## src/rtl/mips32_pkg.sv

```systemverilog
// mips32_pkg: shared fetch-queue FSM encoding and NOP constant
package mips32_pkg;
    typedef enum logic [1:0] {IDLE, WAIT_ACK, DRAIN} fq_state_t;
    localparam logic [31:0] NOP = 32'h0000_0000;
endpackage

```

## src/rtl/sync_fifo.sv

```systemverilog
// sync_fifo: single-clock FIFO with synchronous clear, full/empty flags
module sync_fifo #(
    parameter int WIDTH = 64,
    parameter int DEPTH = 4
) (
    input  logic             clk,
    input  logic             reset,
    input  logic             clear,
    input  logic             push,
    input  logic             pop,
    input  logic [WIDTH-1:0] wdata,
    output logic [WIDTH-1:0] rdata,
    output logic             full,
    output logic             empty
);
    localparam int AW = $clog2(DEPTH);
    localparam int CW = AW + 1;
    logic [WIDTH-1:0] mem [DEPTH];
    logic [AW-1:0] wr_ptr, rd_ptr;
    logic [CW-1:0] count;
    always_ff @(posedge clk)
        if (push) mem[wr_ptr] <= wdata;
    always_ff @(posedge clk) begin
        if (reset || clear) begin
            wr_ptr <= '0;
            rd_ptr <= '0;
            count  <= '0;
        end else begin
            if (push) wr_ptr <= wr_ptr + AW'(1);
            if (pop) rd_ptr <= rd_ptr + AW'(1);
            count <= count + CW'(push) - CW'(pop);
        end
    end
    assign rdata = mem[rd_ptr];
    assign full  = count == CW'(DEPTH);
    assign empty = count == '0;
endmodule

```

## src/rtl/fetch_queue.sv

```systemverilog
// fetch_queue: instruction prefetch buffer with single outstanding memory request
module fetch_queue
    import mips32_pkg::*;
#(
    parameter int          DEPTH    = 4,
    parameter logic [31:0] RESET_PC = 32'h0000_0000
) (
    input  logic        clk,
    input  logic        reset,
    output logic        imem_req,
    output logic [31:0] imem_addr,
    input  logic        imem_ack,
    input  logic [31:0] imem_rdata,
    input  logic        hold,
    input  logic        flush,
    input  logic [31:0] redirect_pc,
    output logic        o_valid,
    output logic [31:0] oIR,
    output logic [31:0] oPC
);
    fq_state_t   state;
    logic [31:0] fetch_pc;
    logic [63:0] head;
    logic        push, pop, full, empty;
    assign push = state == WAIT_ACK && imem_ack && !flush;
    assign pop  = o_valid && !hold && !flush;
    sync_fifo #(.WIDTH(64), .DEPTH(DEPTH)) u_fifo (
        .clk(clk), .reset(reset), .clear(flush), .push(push), .pop(pop),
        .wdata({fetch_pc + 32'd4, imem_rdata}), .rdata(head), .full(full), .empty(empty)
    );
    assign o_valid = !empty;
    assign oIR     = o_valid ? head[31:0] : NOP;
    assign oPC     = o_valid ? head[63:32] : NOP;
    // imem_addr latches the request address so DRAIN can keep presenting it after a redirect
    always_ff @(posedge clk) begin
        if (reset) begin
            state     <= IDLE;
            fetch_pc  <= RESET_PC;
            imem_req  <= 1'b0;
            imem_addr <= RESET_PC;
        end else begin
            if (flush) fetch_pc <= redirect_pc;
            else if (push) fetch_pc <= fetch_pc + 32'd4;
            case (state)
                IDLE: if (!flush && !full) begin
                    state     <= WAIT_ACK;
                    imem_req  <= 1'b1;
                    imem_addr <= fetch_pc;
                end
                WAIT_ACK: if (imem_ack) begin
                    state    <= IDLE;
                    imem_req <= 1'b0;
                end else if (flush) state <= DRAIN;
                DRAIN: if (imem_ack) begin
                    state    <= IDLE;
                    imem_req <= 1'b0;
                end
                default: begin
                    state    <= IDLE;
                    imem_req <= 1'b0;
                end
            endcase
        end
    end
endmodule

```

## config.mk

```make
export PLATFORM = sky130hd
export DESIGN_NAME = fetch_queue
export DESIGN_NICKNAME = d
export VERILOG_FILES = /design/src/rtl/mips32_pkg.sv /design/src/rtl/sync_fifo.sv /design/src/rtl/fetch_queue.sv
export SDC_FILE = /design/constraint.sdc
export NUM_CORES = 1
export LEC_CHECK = 0
export BUFFER_PORTS_ARGS = -buffer_cell sky130_fd_sc_hd__buf_4
export CELL_PAD_IN_SITES_DETAIL_PLACEMENT = 2
export CELL_PAD_IN_SITES_GLOBAL_PLACEMENT = 2
export CORE_ASPECT_RATIO = 0.5
export CORE_MARGIN = 2
export CORE_UTILIZATION = 43
export DETAILED_ROUTE_END_ITERATION = 16
export PLACE_DENSITY_LB_ADDON = 0.1
export RECOVER_POWER = 50
export SLEW_MARGIN = 40
export SYNTH_ARGS = -nofsm -noshare
export SYNTH_HDL_FRONTEND = slang
export SYNTH_SLANG_ARGS = --single-unit
```

## constraint.sdc

```tcl
create_clock -name clk -period 11.1 [get_ports clk]
set_clock_uncertainty 0.15 [all_clocks]
set_input_delay 2.22 -clock clk [delete_from_list [all_inputs] [get_ports clk]]
set_output_delay 2.22 -clock clk [all_outputs]
set_load 0.005 [all_outputs]
```

# After elaboration in Yosys (flattened, before gate mapping)
# Memory sizes are Yosys's and may differ from the RTL's. A register that Yosys moved wholly into a read port is not among the register bits.
# Index checks and enable logic that the tools add are counted.
# classes
eq_ne,7
mux,16
n_addsub,5
reduce_logical,17
# op_table
operator,n
2-to-1 mux 32 bit,4
adder 32 x 3 -> 32 bit (second input constant),1
2-to-1 mux 2 bit,6
one-hot mux 2 bit (3 select lines),1
logical AND 1 bit,5
adder 2 x 1 -> 2 bit (second input constant),2
logical NOT 1 bit,4
2-to-1 mux 1 bit,4
inequality test 2 bit (second input constant),2
AND reduction 2 bit,2
adder 3 x 1 -> 3 bit,1
== test 3 bit (second input constant),1
logical NOT 3 bit,1
inequality test 3 bit (second input constant),1
AND reduction 3 bit,1
subtractor 3 x 1 -> 3 bit,1
== test 2 x 1 -> 1 bit (second input constant),1
== test 2 bit (second input constant),1
logical NOT 2 bit,1
inequality test 2 x 1 -> 1 bit (second input constant),1
one-hot mux 1 bit (2 select lines),1
nonzero test 2 bit,1
OR reduction 2 bit,1
logical OR 1 bit,1
# totals
inputBits,69
output_inout_bits,98
ram_bits,256
mem_count,1
word_cells,53
regBits,74
# mem_list
memory,words,word_bits,read_ports,rd_clocked_by_memory_dff,write_ports,line,rtl
u_fifo.mem,4,64,1,1,1,sync_fifo.sv:18,logic [WIDTH-1:0] mem [DEPTH];

# Longest topological paths before layout
# logic_depth
ltp_word,6
depth_mapped,11
mapped_depth_nobuf,10

# Modules after synthesis
# A second synthesis with hierarchy kept.
# hier_totals
hier_cells,932
area_unflattened_um2,13952.1
# by_module_without_submodules
module,seq_area_each_um2,n_inst,cells_each,area_per_inst_um2
sync_fifo,7867.5,1,380,9761.9
fetch_queue,1341.3,1,552,4190.3

# Worst setup path after synthesis
# Ideal clock, no wire load.
# synth_path
path_kind,input to register
start,in flush
end,mem u_fifo.mem[0][0] (enable)
path_buffers,3
path_stages,5
t_arrival_ps,4600
setup_slack_ps,5921
cell_sequence,clkbuf_1 inv_1 clkbuf_1 clkbuf_1 and3_1
# synth_between
elab_chain_len,4
# synth_lines
item,line,rtl
"start, declared",fetch_queue.sv:15,"input logic flush,"
logical NOT 1 bit,fetch_queue.sv:25,assign push = state == WAIT_ACK && imem_ack && !flush;
logical AND 1 bit,fetch_queue.sv:25,
2-to-1 mux 1 bit,sync_fifo.sv:22,if (push) mem[wr_ptr] <= wdata;
2-to-1 mux 1 bit (implied by the code),sync_fifo.sv:22,
"end, declared",sync_fifo.sv:18,
# Every way passes these cells.

# Worst setup path in the final report
# layout_path
start,in flush
end,mem u_fifo.mem[0][20] (enable)
# The elaborated chain is that of the path after synthesis.

==> flow_summary.yaml <==
status:
  status: "complete, but fails checks"
  violations: "capacitance limit, slew limit"
synth:
  yosys.area.top_type: "edfxtp_1"
  synth_compound_area_frac: 0.0459
  syn_avg_cell_area_um2: 14.8
  synth-simple-area-share: 0.112
  synth_top_area_share: 0.556
  synth.distinct_cells: 53
  synth_area_leaders: "edfxtp_1 (56%), dfxtp_1 (11%), mux4_2 (10%)"
  synth-edff-count: 256
  synth_xor_xnor_area_share: 0.0253
  yosys.area_share.adder: 0.0105
  mappedNetlistNets: 1014
  synth_flop_cell: "edfxtp_1"
  synth_top_family_by_area: "simple AND/OR/NAND/NOR gates"
  syn-cell-area_um2: 13800
  synth_cells: 934
  yosysWarningCount: 0
  muxShareOfSynthArea: 0.106
  synth_seq_cells: 332
  seq_area_frac_synth: 0.666
  async_flop_share: 0
clock_network:
  cts_sinks: 332
  cts.clk_slew.worst_paths_ns: 0.07
  clk_latency_ns: 0.57
  clockRootBuffer: "clkbuf_16"
  cts_hold_buf: 0
  cts_tree: "built"
  htreeDepth: 1
  cts_resized: 0
  cts_made_buffers: 30
  cts_setup_buffers: 0
  cts_buffer_depth: 3
setup_path:
  arrival_ns: 6.19
  cp_max_fo: 40
  crit_required_ns: 11.21
  crit_type: "input pin to flip-flop"
  regToRegSetupSlack_ns: 7.92
  crit_path_end_kind: "flip-flop"
  start_kind: "input pin"
place:
  dp.final_hpwl_mm: 25.7
  io_buffers: 166
  gp_congestion: 0.750
  dpl_cell_area_um2: 15400
  dp_cells: 1475
drt:
  wirelength_mm: 39.7
  drt_iter0_drc: 566
  dr.pass1.iters: 5
  ant_nets: 0
  vias: 8474
  vias_per_cell: 5.54
  wl_per_cell_um: 26.0
  drcViolationCount: 0
cells_and_area:
  final_cells: 1530
  seq_area_um2: 9210
  final_common_cell: "edfxtp_1"
  drive_above_1_share: 0.240
  n_fill_cell: 2969
  num-nets-final: 1155
  fin_area_um2: 16200
  num_antenna_cells: 0
  final_core_util: 0.513
  syn_to_final_growth_pct: 17.4
  multiInputGateArea_um2: 4140
  final_cell_mix: "edfxtp_1 (256), buf_4 (102), nand2_1 (93)"
pwr:
  power_density_nw_per_um2: 159
  swShare: 0.232
  power_switching_uw: 598
  sequentialPowerShare: 0.537
  combPwrFrac: 0.052
  clkPwrFrac: 0.411
  p_leak_uw: 0.00546
  p_int_uw: 1980
  max-vdd-ir-drop_mv: 0.117
floorplanning:
  dieWidth_um: 258
  io_pins: 167
  core-area_um2: 31700
  placementRows: 46
  fp.dieH_um: 131
  die-area_um2: 33700
  initial_core_util: 0.437
sta:
  hold_viol: 0
  fmax_mhz: 164
  finalCriticalPeriod_ns: 6.08
  tns_ns: 0
  drv_slew: 111
  hold-worst-slack_ns: 0.312
  grt_setup_unrepaired: "false"
  worst_slew_pin_slew_ns: 3.26
  finalSetupViolCount: 0
  fin_crit_sh: 0.548
  maxSlewHeadroom: -1.18
global_route:
  grt_pass1_vias: 9286
  antenna_found_initial: 1
  grt_remaining_overflow: 0
  grt.total_usage: 0.238
  grt_max_degree: 70
  grt_pass1_wl_mm: 59.6
worst_hold_path:
  hp-class: "flip-flop to flip-flop"
job:
  cap_violations: 2
==> synth_stat cells, types with 8 or more instances <==
master,n
o21ai_0,9
clkbuf_8,10
nand3_1,19
nor3_1,16
nand4_1,12
a211oi_1,8
nand2_1,94
xnor2_1,20
ha_1,10
and2_1,66
a311oi_1,10
a21oi_1,42
edfxtp_1,256
or4_1,12
xor2_1,20
inv_1,21
dfxtp_1,76
mux4_2,64
and3_1,10
nor2_1,38
clkbuf_1,42
==> kinds of logic (layout without fill, tap and decap cells) <==
| kind of cell | count (synthesis) | after routing |
|---|---|---|
| flops | 332 | 332 |
| fa+ha+maj | 11 | 11 |
| compound gates | 96 | 96 |
| simple gates | 298 | 298 |
| mux | 66 | 66 |
| xor+xnor | 40 | 40 |
| buf+inv | 91 | 255 |
==> area by class of cell <==
class                   instances  share of cell area
flip-flops and latches        332               0.567
multi-input cells             511               0.255
repair buffers                179              0.0796
clock buffers                  33              0.0469
well taps                     432              0.0333
clock inverters                22              0.0131
inverters                      21             0.00485
==> critical path: stages <==
cell and delay (ns):
clkbuf_1 0.53, inv_1 0.67, clkbuf_1 1.47, and3_1 0.68, buf_12 0.30, buf_12 0.25
==> path summary, 6_finish.rpt <==
path,from,end,depth (start not counted)
hold / removal,imem_addr[29],imem_addr[29],2
setup reg to reg,fetch_pc[6],u_fifo.mem[3][50],3
setup / recovery,flush,u_fifo.mem[0][20],6
hold reg to reg,imem_addr[29],imem_addr[29],2
==> through the flow <==
stage | total power, µW | worst slack [ns]
final | 2580 | 5.02
after global routing | 2660 | 4.76
after CTS | 2610 | 5.81
after detailed placement | 1550 | 6.23
after global placement | 1540 | 6.15
after floorplan | 1480 | 5.92
==> registers in the layout, summed over array words and instances, names as in the netlist, named ones only <==
signal and count:
fetch_pc 32, imem_req 1, u_fifo.wr_ptr 2, u_fifo.count 3
u_fifo.mem 256, u_fifo.rd_ptr 2, imem_addr 32, state 2
==> layer usage <==
layer | vias up | GRT usage | part of all wire
met1 | 4471 | 0.322 | 0.45
li1 | 3798 | - | -
met5 | - | 0 | 0
met3 | 44 | 0.0307 | 0.033
met4 | 0 | 0.0357 | 0.013
met2 | 161 | 0.425 | 0.51
==> power by group through the flow <==
stage / clock network (µW) / registers [µW] / logic [µW]
2_1_floorplan: 0 / 1400 / 81.4
3_3_place_gp: 0 / 1410 / 129
3_5_place_dp: 0 / 1410 / 140
4_1_cts: 1080 / 1390 / 142
5_1_grt: 1120 / 1390 / 148
6_report: 1060 / 1390 / 134
Power figures use the tool's default switching activity.
